===== src/rtl/bldc_deadtime_gate.sv =====
// Dead-time insertion and shoot-through protection for three BLDC half-bridges.
// Optional minimum on-time stretching is enabled by defining BLDC_DT_MIN_ON_EN.
module bldc_deadtime_gate #(
  parameter int DT_CYCLES     = 8,
  parameter int CNT_W         = 8,
  parameter int MIN_ON_CYCLES = 4
) (
  input  logic CLK,
  input  logic RST,
  input  logic EN,
  input  logic FAULT_CLR,
  input  logic A_HI,
  input  logic A_LO,
  input  logic B_HI,
  input  logic B_LO,
  input  logic C_HI,
  input  logic C_LO,
  output logic A1,
  output logic AA1,
  output logic B1,
  output logic BB1,
  output logic C1,
  output logic CC1,
  output logic FAULT
);

  typedef enum logic [1:0] {OFF, HIGH, LOW} state_t;

  localparam logic [CNT_W-1:0] DT  = CNT_W'(DT_CYCLES);
  localparam logic [CNT_W-1:0] ONE = CNT_W'(1);

  logic [2:0]       hi_q;
  logic [2:0]       lo_q;
  logic [2:0]       req_h;
  logic [2:0]       req_l;
  logic [2:0]       ill;
  logic [2:0]       gh;
  logic [2:0]       gl;
  logic [2:0]       on_done;
  logic             any_ill;
  logic             fault;
  logic             forced;
  state_t           st  [3];
  logic [CNT_W-1:0] cnt [3];

  always_ff @(posedge CLK) begin
    if (RST) begin
      hi_q <= '0;
      lo_q <= '0;
    end else begin
      hi_q <= {C_HI, B_HI, A_HI};
      lo_q <= {C_LO, B_LO, A_LO};
    end
  end

  assign req_h   = hi_q & ~lo_q;
  assign req_l   = lo_q & ~hi_q;
  assign ill     = hi_q & lo_q;
  assign any_ill = |ill;
  // An illegal request drops the gates on the same edge that latches FAULT.
  assign forced  = ~EN | fault | any_ill;

`ifdef BLDC_DT_MIN_ON_EN
  localparam logic [CNT_W-1:0] MIN_ON = CNT_W'(MIN_ON_CYCLES);

  logic [CNT_W-1:0] ton [3];

  always_comb begin
    on_done = '0;
    for (int i = 0; i < 3; i++) begin
      on_done[i] = (ton[i] >= MIN_ON);
    end
  end

  // ton reads 1 on the first edge spent in HIGH/LOW.
  always_ff @(posedge CLK) begin
    for (int i = 0; i < 3; i++) begin
      if (RST || st[i] == OFF) begin
        ton[i] <= ONE;
      end else if (!on_done[i]) begin
        ton[i] <= ton[i] + ONE;
      end
    end
  end
`else
  assign on_done = '1;
`endif

  always_ff @(posedge CLK) begin
    if (RST) begin
      for (int i = 0; i < 3; i++) begin
        st[i]  <= OFF;
        cnt[i] <= '0;
      end
      gh <= '0;
      gl <= '0;
    end else begin
      for (int i = 0; i < 3; i++) begin
        unique case (st[i])
          OFF: begin
            if (cnt[i] != DT) cnt[i] <= cnt[i] + ONE;
            if (!forced && cnt[i] == DT && req_h[i]) begin
              st[i] <= HIGH;
              gh[i] <= 1'b1;
            end else if (!forced && cnt[i] == DT && req_l[i]) begin
              st[i] <= LOW;
              gl[i] <= 1'b1;
            end
          end
          HIGH: begin
            if (forced || (!req_h[i] && on_done[i])) begin
              st[i]  <= OFF;
              cnt[i] <= ONE;
              gh[i]  <= 1'b0;
            end
          end
          LOW: begin
            if (forced || (!req_l[i] && on_done[i])) begin
              st[i]  <= OFF;
              cnt[i] <= ONE;
              gl[i]  <= 1'b0;
            end
          end
          default: begin
            st[i]  <= OFF;
            cnt[i] <= ONE;
            gh[i]  <= 1'b0;
            gl[i]  <= 1'b0;
          end
        endcase
      end
    end
  end

  always_ff @(posedge CLK) begin
    if (RST) begin
      fault <= 1'b0;
    end else if (any_ill) begin
      fault <= 1'b1;
    end else if (FAULT_CLR) begin
      fault <= 1'b0;
    end
  end

  assign A1    = gh[0];
  assign B1    = gh[1];
  assign C1    = gh[2];
  assign AA1   = gl[0];
  assign BB1   = gl[1];
  assign CC1   = gl[2];
  assign FAULT = fault;

endmodule


===== config.mk =====
export PLATFORM = sky130hd
export DESIGN_NAME = bldc_deadtime_gate
export DESIGN_NICKNAME = d
export VERILOG_FILES = /design/src/rtl/bldc_deadtime_gate.sv
export SDC_FILE = /design/constraint.sdc
export NUM_CORES = 1
export LEC_CHECK = 0
export BUFFER_PORTS_ARGS = -buffer_cell sky130_fd_sc_hd__buf_2
export CAP_MARGIN = 5
export CORE_UTILIZATION = 38
export CTS_BUF_LIST = sky130_fd_sc_hd__clkbuf_16
export CTS_CLUSTER_DIAMETER = 80
export DETAILED_ROUTE_END_ITERATION = 12
export SLEW_MARGIN = 15
export SYNTH_ARGS = -nofsm -noshare
export SYNTH_HDL_FRONTEND = slang
export SYNTH_SLANG_ARGS = --single-unit

===== constraint.sdc =====
create_clock -name CLK -period 3.38 [get_ports CLK]
set_input_delay 0.676 -clock CLK [delete_from_list [all_inputs] [get_ports CLK]]
set_output_delay 0.676 -clock CLK [all_outputs]
set_load 0.05 [all_outputs]

==> results of run 1 <==
Yosys cell counts, drive strengths merged:
| cell | instances | share of area [%] |
|---|---|---|
| nor2 | 41 | 6.5 |
| dfxtp | 22 | 19 |
| edfxtp | 21 | 27 |
| nand3 | 14 | 3.5 |
| xor2 | 14 | 5.2 |
| inv | 13 | 2.1 |
| nand2 | 13 | 2.1 |
| nor2b | 10 | 2.6 |
| a21oi | 7 | 1.5 |
| o21ai | 7 | 2.4 |
| a32oi | 6 | 2.5 |
| ha | 6 | 3.2 |
| nand4 | 6 | 1.6 |
| and3 | 5 | 1.3 |
| nor3 | 5 | 1.1 |
| xnor2 | 5 | 1.8 |
| a211oi | 4 | 1.3 |
| clkbuf | 4 | 0.63 |
| nand2b | 4 | 1.1 |
| nor3b | 4 | 1.5 |
| nor4b | 3 | 1.7 |
| a21boi | 2 | 0.63 |
| a21o | 2 | 0.63 |
| a32o | 2 | 0.85 |
| and2 | 2 | 0.58 |
| nand4b | 2 | 0.74 |
| o31ai | 2 | 0.63 |
| or2 | 2 | 0.53 |
| a2111oi | 1 | 0.63 |
| a22oi | 1 | 0.90 |
| a311o | 1 | 0.48 |
| a31oi | 1 | 0.26 |
| and2b | 1 | 0.32 |
| and3b | 1 | 0.37 |
| nand3b | 1 | 0.32 |
| nor4 | 1 | 0.90 |
| o2111a | 1 | 0.48 |
| o2111ai | 1 | 0.37 |
| o211ai | 1 | 0.32 |
| o21bai | 1 | 0.32 |
| o22a | 1 | 0.37 |
| o32ai | 1 | 0.37 |
| or3 | 1 | 0.26 |
stage by stage:
stage	cells	hold slack, ps
5_1_grt	339	524
2_1_floorplan	243	480
4_1_cts	339	491
3_5_place_dp	331	477
6_report	339	489
3_3_place_gp	331	471
power by group through the flow:
stage	Combinational, W	Clock, W	Sequential (W)
after floorplan	0.000298	0	0.000787
after global placement	0.000359	0	0.000814
after detailed placement	0.000361	0	0.000815
after CTS	0.000366	0.000467	0.000803
after global routing	0.000414	0.000498	0.000824
final	0.000362	0.000455	0.000804
how the worst max path moves through the flow:
stage	cells after the start	start	end	slack (ps)
6_report	5	EN	cnt[1][5]	1190
5_1_grt	7	cnt[0][0]	cnt[1][4]	970
3_5_place_dp	5	EN	cnt[1][6]	920
3_3_place_gp	5	EN	cnt[1][7]	930
4_1_cts	7	cnt[0][0]	cnt[1][4]	1170
2_1_floorplan	4	EN	cnt[1][0]	1150
worst register-to-register path: stages, from the launching register on:
cell      delay (ps)
edfxtp_1         520
nor3b_1          240
nand4_1          260
a32o_1           340
or3_1            520
layout make-up:
| type | instances | area [um^2] |
|---|---|---|
| well taps | 75 | 93.8 |
| repair buffers | 17 | 87.6 |
| multi-input cells | 183 | 1230 |
| inverters | 13 | 48.8 |
| clock buffers | 5 | 125 |
| fillers | 579 | 3280 |
| clock inverters | 3 | 16.3 |
| flip-flops and latches | 43 | 1070 |
state kept, by name, summed over array words and instances, names as in the netlist:
signal	cells
FAULT	1
cnt	24
gh	3
gl	3
hi_q	3
lo_q	3
st	6
metal layers:
metal,routed length (um),global-route usage [%],vias up
li1,-,-,927
met1,2120,20.2,818
met2,2040,23.3,33
met3,147,3.71,4
met4,52,4.29,0
met5,0,0,-
kinds of logic (layout without fill, tap and decap cells):
group / count (synthesis) / in the layout / synth area share, %
AOI/OAI and AO/OA: 42 / 42 / 14.9
and+or+nand+nor: 116 / 116 / 26.9
adders and majority gates: 6 / 6 / 3.17
buffers and inverters: 17 / 38 / 2.69
DFF: 43 / 43 / 45.2
xor gates and xnor gates: 19 / 19 / 7.03
==> impl_metrics.toml, run 1 <==
[run]
drv_cap = 0

[floorplan]
pin_count = 17
die_area_um2 = 6550
die_h_um = 81.0
initial_core_util_pct = 39.8
die_x_um = 81.0
coreArea_um2 = 5960
rows = 28

[final_layout]
antennaDiodeCount = 0
final_core_util_pct = 44.9
syn_to_final_growth_pct = 13.0
drive_above_1_share_pct = 14.0
layout_commonest_cell = "nor2_1"
nNetsFinal = 279
final_cell_mix = "41 x nor2_1, 22 x dfxtp_1, 21 x edfxtp_1, 16 x buf_2"
stdcell_area_um2 = 2680

[min_path]
hold_class = "flip-flop to flip-flop"
min_path_cells = 2
holdPathEnd = "gl[2]"
hold_path_startpoint = "gl[2]"

[sta]
fin_crit_ps = 2190
drv_slew = 0
grt_setup_unrepaired = "no"
fin_skew_ps = 8.03
fmax_mhz = 457
fin_tns_setup_ps = 0
finalWorstSetupSlack_ps = 1190
setup_viol = 0
post-route-period-util_pct = 64.8
worst_slew_pin_slew_ps = 559
max_slew_margin_pct = 62.6
hold_violations = 0

[synthesis]
yosys_warnings = 0
yosysSeqAreaShare_pct = 45.2
syn-cell-area_um2 = 2370
ys_ff_latch = 43
ys_types = 50
syn_nets = 259
netlist_instances = 243
avgSynthCellArea_um2 = 9.75

[setup_path]
path_cells = "buf_2, and2b_1, nand4_1, a32o_1, or3_1"
endpoint_kind = "flip-flop"
cp.arrival_ps = 2170
required_ps = 3360
startpoint_type = "input port"
cp_top_family = "simple AND/OR/NAND/NOR gates"
cpPeakStageDelay_ps = 520
worstSetupPathType = "input port to flip-flop"
worstReg2RegStart = "st[1][0]"
crit_buf_inv = 1
cp_max_fo = 8
reg2reg_depth = 4
reg2reg_slack_ps = 1200
critPathSlowestCell = "or3_1"
r2r_end = "cnt[1][5]"

[clock_network]
numCtsBuffers = 5
cts_tree = "built"
cts_sinks = 43
cts.hold.buffers_added = 0
post_cts_resized = 0
post-cts-setup-buffers = 0
clk_latency_ps = 280
ctsLongestPathBuffers = 2
htree_num_levels = 2
cts_root_buffer = "clkbuf_16"
clk_pin_slew_ps = 60

[pwr]
cellPowerDensity_nw_per_um2 = 606
p_sw_share_pct = 31.2
p_int_w = 0.00112
ir_worst_vdd_mv = 0.284
power_leakage_nw = 1.06
power.share.clock_pct = 28.1
p_sw_w = 0.000506
p_comb_share_pct = 22.3
p_total_w = 0.00162
p_seq_share_pct = 49.6

[grt]
grt_start_max_net_pins = 20
grt_pass1_wl_um = 7350
grt_usage_pct = 14.9
grt.overflow.total = 0
antenna_found_initial = 0
grt_pass1_vias = 1597

[routing]
wl_per_cell_um = 12.8
routed_wl_um = 4350
first_pass_iters = 5
vias = 1782
ant_nets = 0
vias_per_cell = 5.26
drc = 0
drt_iter0_drc = 98

[placement]
post-place-ws_ps = 919
port_buffers = 16
dpl.hpwl_um = 3250
place_area_um2 = 2530
gp_congestion = 0.823

[run_status]
status = "completed"
No activity file was read; power rests on OpenSTA's default activity.
==> run 2, diff against run 1 <==
==> constraint.sdc (replaced) <==
create_clock -name CLK -period 1.9 [get_ports CLK]
set_input_delay 0.38 -clock CLK [delete_from_list [all_inputs] [get_ports CLK]]
set_output_delay 0.38 -clock CLK [all_outputs]
set_load 0.05 [all_outputs]
==> run 2 against run 1 <==
Against the previous run:
- the run now ends with negative setup slack left
- clock-buffer cell count unchanged
- final area grew 21%
- die area did not move
- final cell count up 18%
- clock power is 110% higher
- first-iteration DRC count up 18%
- global-route usage rose by 2.9 points
- routed wire length rose by 18%
- highest routed layer unchanged
- core utilization increased by 9.2 points
==> impl_metrics.toml, run 2 (synthesis gave the netlist of run 1 again) <==
[run_status]
status = "complete, but fails checks"
violations = "negative setup slack"

[placement]
place_inst = 379
post-place-ws_ps = -162
dpl.hpwl_um = 3830
gp_congestion = 0.816
port_buffers = 16

[grt]
grt_pass1_vias = 1881
antenna_found_initial = 0
grt_pass1_wl_um = 8810
grt_usage_pct = 17.7
grt.overflow.total = 0
grt_start_max_net_pins = 18

[routing]
first_pass_iters = 4
routed_wl_um = 5160
vias_per_cell = 5.05
ant_nets = 0
wl_per_cell_um = 12.9
drt_iter0_drc = 116
drc = 0
vias = 2013

[final_layout]
top_register = "cnt"
reg_top3 = "cnt (24), st (6)"
drive_above_1_share_pct = 34.9
syn_to_final_growth_pct = 36.2
instances_no_fill = 399
layout_commonest_cell = "buf_4"
antennaDiodeCount = 0
largest_reg_flops = 24
final_cell_mix = "60 x buf_4, 40 x nor2_1, 21 x edfxtp_1, 20 x dfxtp_1, 16 x buf_2"
nNetsFinal = 339

[floorplan]
rows = 28
initial_core_util_pct = 39.8
die_x_um = 81.0
coreArea_um2 = 5960
die_h_um = 81.0
die_area_um2 = 6550
pin_count = 17

[pwr]
power.share.clock_pct = 27.3
p_seq_share_pct = 39.3
p_int_w = 0.00245
cellPowerDensity_nw_per_um2 = 1080
ir_worst_vdd_mv = 0.494
p_total_w = 0.00349
power_leakage_nw = 1.38
p_sw_share_pct = 29.6
p_comb_share_pct = 33.5
p_sw_w = 0.00103

[clock_network]
clk_latency_ps = 280
cts_sinks = 43
numCtsBuffers = 5
htree_num_levels = 2
ctsLongestPathBuffers = 2
clk_pin_slew_ps = 60
cts_tree = "built"
cts_root_buffer = "clkbuf_16"

[sta]
drv_slew = 0
max_slew_margin_pct = 73.6
grt_setup_unrepaired = "yes"
worst_slew_pin_slew_ps = 396
fin_crit_ps = 1970
post-route-period-util_pct = 104
fin_skew_ps = 7.69
fmax_mhz = 507
holdWs_ps = 303
finalWorstSetupSlack_ps = -71.9
setup_viol = 14
hold_violations = 0

[setup_path]
worstReg2RegStart = "cnt[1][7]"
worstSetupPathType = "flip-flop to flip-flop"
reg2reg_depth = 5
cp.arrival_ps = 2000
r2r_end = "cnt[0][4]"
reg2reg_slack_ps = -70
endpoint_kind = "flip-flop"
startpoint_type = "flip-flop"
cp_max_fo = 7
required_ps = 1930

[min_path]
holdPathEnd = "lo_q[2]"
min_path_cells = 2
hold_path_startpoint = "C_LO"
hold_class = "input port to flip-flop"

[run]
drv_cap = 0
[run 2: cell type report]
| cell class | count | area (um^2) |
|---|---|---|
| Clock buffer | 5 | 125 |
| Timing Repair Buffer | 77 | 542 |
| Tap cell | 75 | 93.8 |
| Fill cell | 542 | 2730 |
| Multi-Input combinational cell | 183 | 1300 |
| Inverter | 13 | 48.8 |
| Clock inverter | 3 | 38.8 |
| Sequential cell | 43 | 1080 |
[run 2: layer usage]
metal	global-route usage [%]	vias to the layer above	wire length (um)
met5	0	-	0
met4	5.00	0	40
met3	4.27	4	135
met2	27.6	26	2510
met1	24.4	944	2470
li1	-	1039	-
[run 2: worst max path at each step]
stage / startpoint / to / slack [ps] / cells past startpoint
6_report: cnt[1][7] / cnt[0][4] / -70 / 5
3_3_place_gp: cnt[0][0] / cnt[0][3] / -140 / 7
3_5_place_dp: cnt[0][0] / cnt[1][6] / -160 / 7
4_1_cts: cnt[0][1] / cnt[0][4] / -90 / 7
5_1_grt: cnt[1][7] / cnt[0][4] / -130 / 5
2_1_floorplan: cnt[2][0] / cnt[1][2] / 0.9 / 7
[run 2: metrics by stage]
step           TNS, ps  area, um^2  utilization, %
2_1_floorplan        0        2390               -
3_3_place_gp     -2270        2910            48.9
3_5_place_dp     -2550        2910            48.9
4_1_cts           -858        3120            52.5
5_1_grt          -2040        3230            54.2
6_report          -650        3230            54.2
[run 2: repair_timing]
action                                  CTS  global route
hold buffers                              0             0
pin swaps                                18            12
resized for setup                         8             7
cloned                                    0             0
endpoints found under the setup margin   17            29
endpoints found under the hold margin     0             0
buffers inserted                          2            10
[run 2: power groups by stage]
| stage | registers, W | logic, W | clock network [W] |
|---|---|---|---|
| after floorplan | 0.00140 | 0.000540 | 0 |
| after global placement | 0.00136 | 0.00101 | 0 |
| after detailed placement | 0.00137 | 0.00102 | 0 |
| after CTS | 0.00137 | 0.00110 | 0.000973 |
| after global routing | 0.00139 | 0.00131 | 0.00101 |
| final | 0.00137 | 0.00117 | 0.000951 |
[run 2: worst max-delay path, cell delays in order, from the launching register on]
cell and delay (ps):
edfxtp_1 440, nor4_4 410, a2111oi_4 120, a311o_2 440, o21ai_4 250, nor2_1 70
==> run 3, diff against run 2 <==
--- a/config.mk
+++ b/config.mk
@@ -5,12 +5,14 @@
 export SDC_FILE = /design/constraint.sdc
 export NUM_CORES = 1
 export LEC_CHECK = 0
+export ABC_AREA = 1
 export BUFFER_PORTS_ARGS = -buffer_cell sky130_fd_sc_hd__buf_2
 export CAP_MARGIN = 5
 export CORE_UTILIZATION = 38
 export CTS_BUF_LIST = sky130_fd_sc_hd__clkbuf_16
 export CTS_CLUSTER_DIAMETER = 80
 export DETAILED_ROUTE_END_ITERATION = 12
+export PLACE_DENSITY = 0.68
 export SLEW_MARGIN = 15
 export SYNTH_ARGS = -nofsm -noshare
 export SYNTH_HDL_FRONTEND = slang
==> run 3 against run 2 <==
Against the previous run:
- total power decreased by 22%
- setup slack improved by 220 ps
- largest cell class is now registers
- final area down 18%
- worst hold slack worse by 4.1 ps
- the run now ends clean
- core utilization decreased by 7.2 points
- sequential power fell by 4%
- highest routed layer unchanged
- final cell count down 2.3%
- critical path type unchanged
- synthesized area decreased by 3.7%
- via count fell by 9.6%
- fmax is 13% higher
==> impl_metrics.toml, run 3 <==
[run_status]
status = "completed"

[setup_path]
worstReg2RegStart = "cnt[1][0]"
cp_max_fo = 7
startpoint_type = "flip-flop"
required_ps = 1930
endpoint_kind = "flip-flop"
reg2reg_depth = 11
r2r_end = "cnt[0][1]"
worstSetupPathType = "flip-flop to flip-flop"
cp.arrival_ps = 1780
reg2reg_slack_ps = 150

[synthesis]
synth-main-ff-cell = "dfxtp_1"
syn_nets = 305
yosys_warnings = 0
yosysTopAreaCellShare_pct = 27.6
yosysSeqAreaShare_pct = 47.0
synth_area_leaders = "edfxtp_1 28%, dfxtp_1 19%, nor2_1 8.6%"
ys_types = 29
synthDominantAreaCellType = "edfxtp_1"
ys_ff_latch = 43
syn-cell-area_um2 = 2280
async_reset_ff_share_pct = 0
yosys-top-cells-count = "52 x nor2_1, 49 x inv_1, 49 x nand2_1, 31 x nand3_1, 22 x dfxtp_1"
avgSynthCellArea_um2 = 7.89
netlist_instances = 289
synth_most_common_cell = "nor2_1"
synth_edf_count = 21

[routing]
vias = 1820
drt_iter0_drc = 92
drc = 0
vias_per_cell = 4.67
routed_wl_um = 4010
ant_nets = 0
wl_per_cell_um = 10.3
first_pass_iters = 4

[floorplan]
coreArea_um2 = 5640
die_h_um = 79.5
pin_count = 17
rows = 27
die_x_um = 79.5
die_area_um2 = 6320
initial_core_util_pct = 40.4

[grt]
grt_usage_pct = 14.5
grt_pass1_wl_um = 7220
grt_pass1_vias = 1781
grt_start_max_net_pins = 14
antenna_found_initial = 0
grt.overflow.total = 0

[clock_network]
cts_root_buffer = "clkbuf_16"
htree_num_levels = 2
clk_pin_slew_ps = 60
clk_latency_ps = 280
cts_tree = "built"
ctsLongestPathBuffers = 2
numCtsBuffers = 5
cts_sinks = 43

[final_layout]
nFillCells = 555
instances_no_fill = 390
layout_commonest_cell = "nor2_1"
nNetsFinal = 333
reg_top3 = "cnt (24), st (6)"
antennaDiodeCount = 0
final_cell_mix = "51 x nor2_1, 49 x inv_1, 48 x nand2_1, 31 x nand3_1, 22 x dfxtp_1"
drive_above_1_share_pct = 16.0
syn_to_final_growth_pct = 16.2
top_register = "cnt"
largest_reg_flops = 24

[placement]
post-place-ws_ps = 93.4
dpl.hpwl_um = 3060
port_buffers = 16
place_inst = 379
gp_congestion = 0.834

[sta]
fin_tns_setup_ps = 0
post-route-period-util_pct = 92.0
fin_skew_ps = 6.05
fmax_mhz = 572
hold_violations = 0
max_slew_margin_pct = 77.6
setup_viol = 0
worst_slew_pin_slew_ps = 335
finalWorstSetupSlack_ps = 152
drv_slew = 0
fin_crit_ps = 1750

[min_path]
holdPathEnd = "lo_q[2]"
min_path_cells = 3
hold_path_startpoint = "C_LO"
hold_class = "input port to flip-flop"

[pwr]
p_total_w = 0.00273
p_seq_share_pct = 48.3
p_comb_share_pct = 22.4
power_leakage_nw = 1.27
cellPowerDensity_nw_per_um2 = 1030
p_sw_share_pct = 29.5
p_sw_w = 0.000806
ir_worst_vdd_mv = 0.572
power.share.clock_pct = 29.3
p_int_w = 0.00192

[run]
drv_cap = 0
run 3: cell types whose count changed after synthesis, moves of 4 or more:
cell / previous run / this run
nand2_1: 13 / 49
a32oi_1: 5 / 0
nor2b_1: 10 / 0
nand3_1: 13 / 31
inv_1: 13 / 49
nand2_2: 0 / 6
and3_1: 5 / 0
nor2_1: 41 / 52
nand2b_1: 4 / 0
a211oi_1: 4 / 0
clkbuf_1: 4 / 0
xor2_1: 14 / 8
run 3: cell type report:
| cell class | count | area [um^2] | share of cell area (%) |
|---|---|---|---|
| inverters | 51 | 191 | 7.22 |
| clock buffers | 5 | 125 | 4.72 |
| multi-input cells | 191 | 1010 | 38.1 |
| flip-flops and latches | 43 | 1070 | 40.4 |
| clock inverters | 3 | 15.0 | 0.566 |
| repair buffers | 25 | 148 | 5.57 |
| well taps | 72 | 90.1 | 3.40 |
run 3: critical path, stage by stage, from the launching register on:
cell,delay (ps)
edfxtp_1,420
inv_1,80
ha_1,140
inv_1,40
nor2_1,90
nand3_1,130
nand2_1,80
nand2_1,80
nor2_4,150
nand3_4,120
nand2_4,120
nor2_1,50
run 3: worst max-delay path by stage:
stage                            to  startpoint  cells past startpoint  slack, ps
after floorplan           cnt[0][2]       FAULT                      8        270
after global placement    cnt[1][6]   cnt[1][0]                     11        180
after detailed placement  cnt[1][6]   cnt[1][0]                     11         90
after CTS                 cnt[1][6]   cnt[1][0]                     11         80
after global routing      cnt[1][5]   cnt[1][0]                     11         -9
final                     cnt[0][1]   cnt[1][0]                     11        150
run 3: cells by family after synthesis:
group	share of synthesized area, %
flip-flops	47.0
AND/OR/NAND/NOR	30.4
adder cells (fa/ha/maj)	3.29
AO/OA/AOI/OAI	4.77
XOR/XNOR	4.61
buffers and inverters	9.93
run 3: metrics by stage:
step	hold WS, ps	cell area (um^2)	util [%]
after CTS	297	2600	46.1
after global placement	451	2460	43.6
after global routing	300	2650	47.0
final	299	2650	47.0
after floorplan	452	2280	-
after detailed placement	453	2460	43.6
run 3: per-layer routing:
metal  share of wire, %  vias to the layer above  track usage [%]
met4               0.37                        0             5.64
met2                 50                       24             24.9
met1                 47                      826             17.4
li1                   -                      968                -
met5                  0                        -                0
met3                2.7                        2             3.43
run 3: what timing repair did:
item,4_1_cts,5_1_grt
resized for setup,0,6
setup endpoints to repair,0,22
setup buffers,0,3
hold buffers,0,0
run 3: power by group through the flow:
| stage | registers (W) | logic, W | clock network, W |
|---|---|---|---|
| 2_1_floorplan | 0.00132 | 0.000431 | 0 |
| 3_3_place_gp | 0.00133 | 0.000536 | 0 |
| 3_5_place_dp | 0.00134 | 0.000552 | 0 |
| 4_1_cts | 0.00132 | 0.000559 | 0.000826 |
| 5_1_grt | 0.00135 | 0.000704 | 0.000859 |
| 6_report | 0.00132 | 0.000611 | 0.000801 |
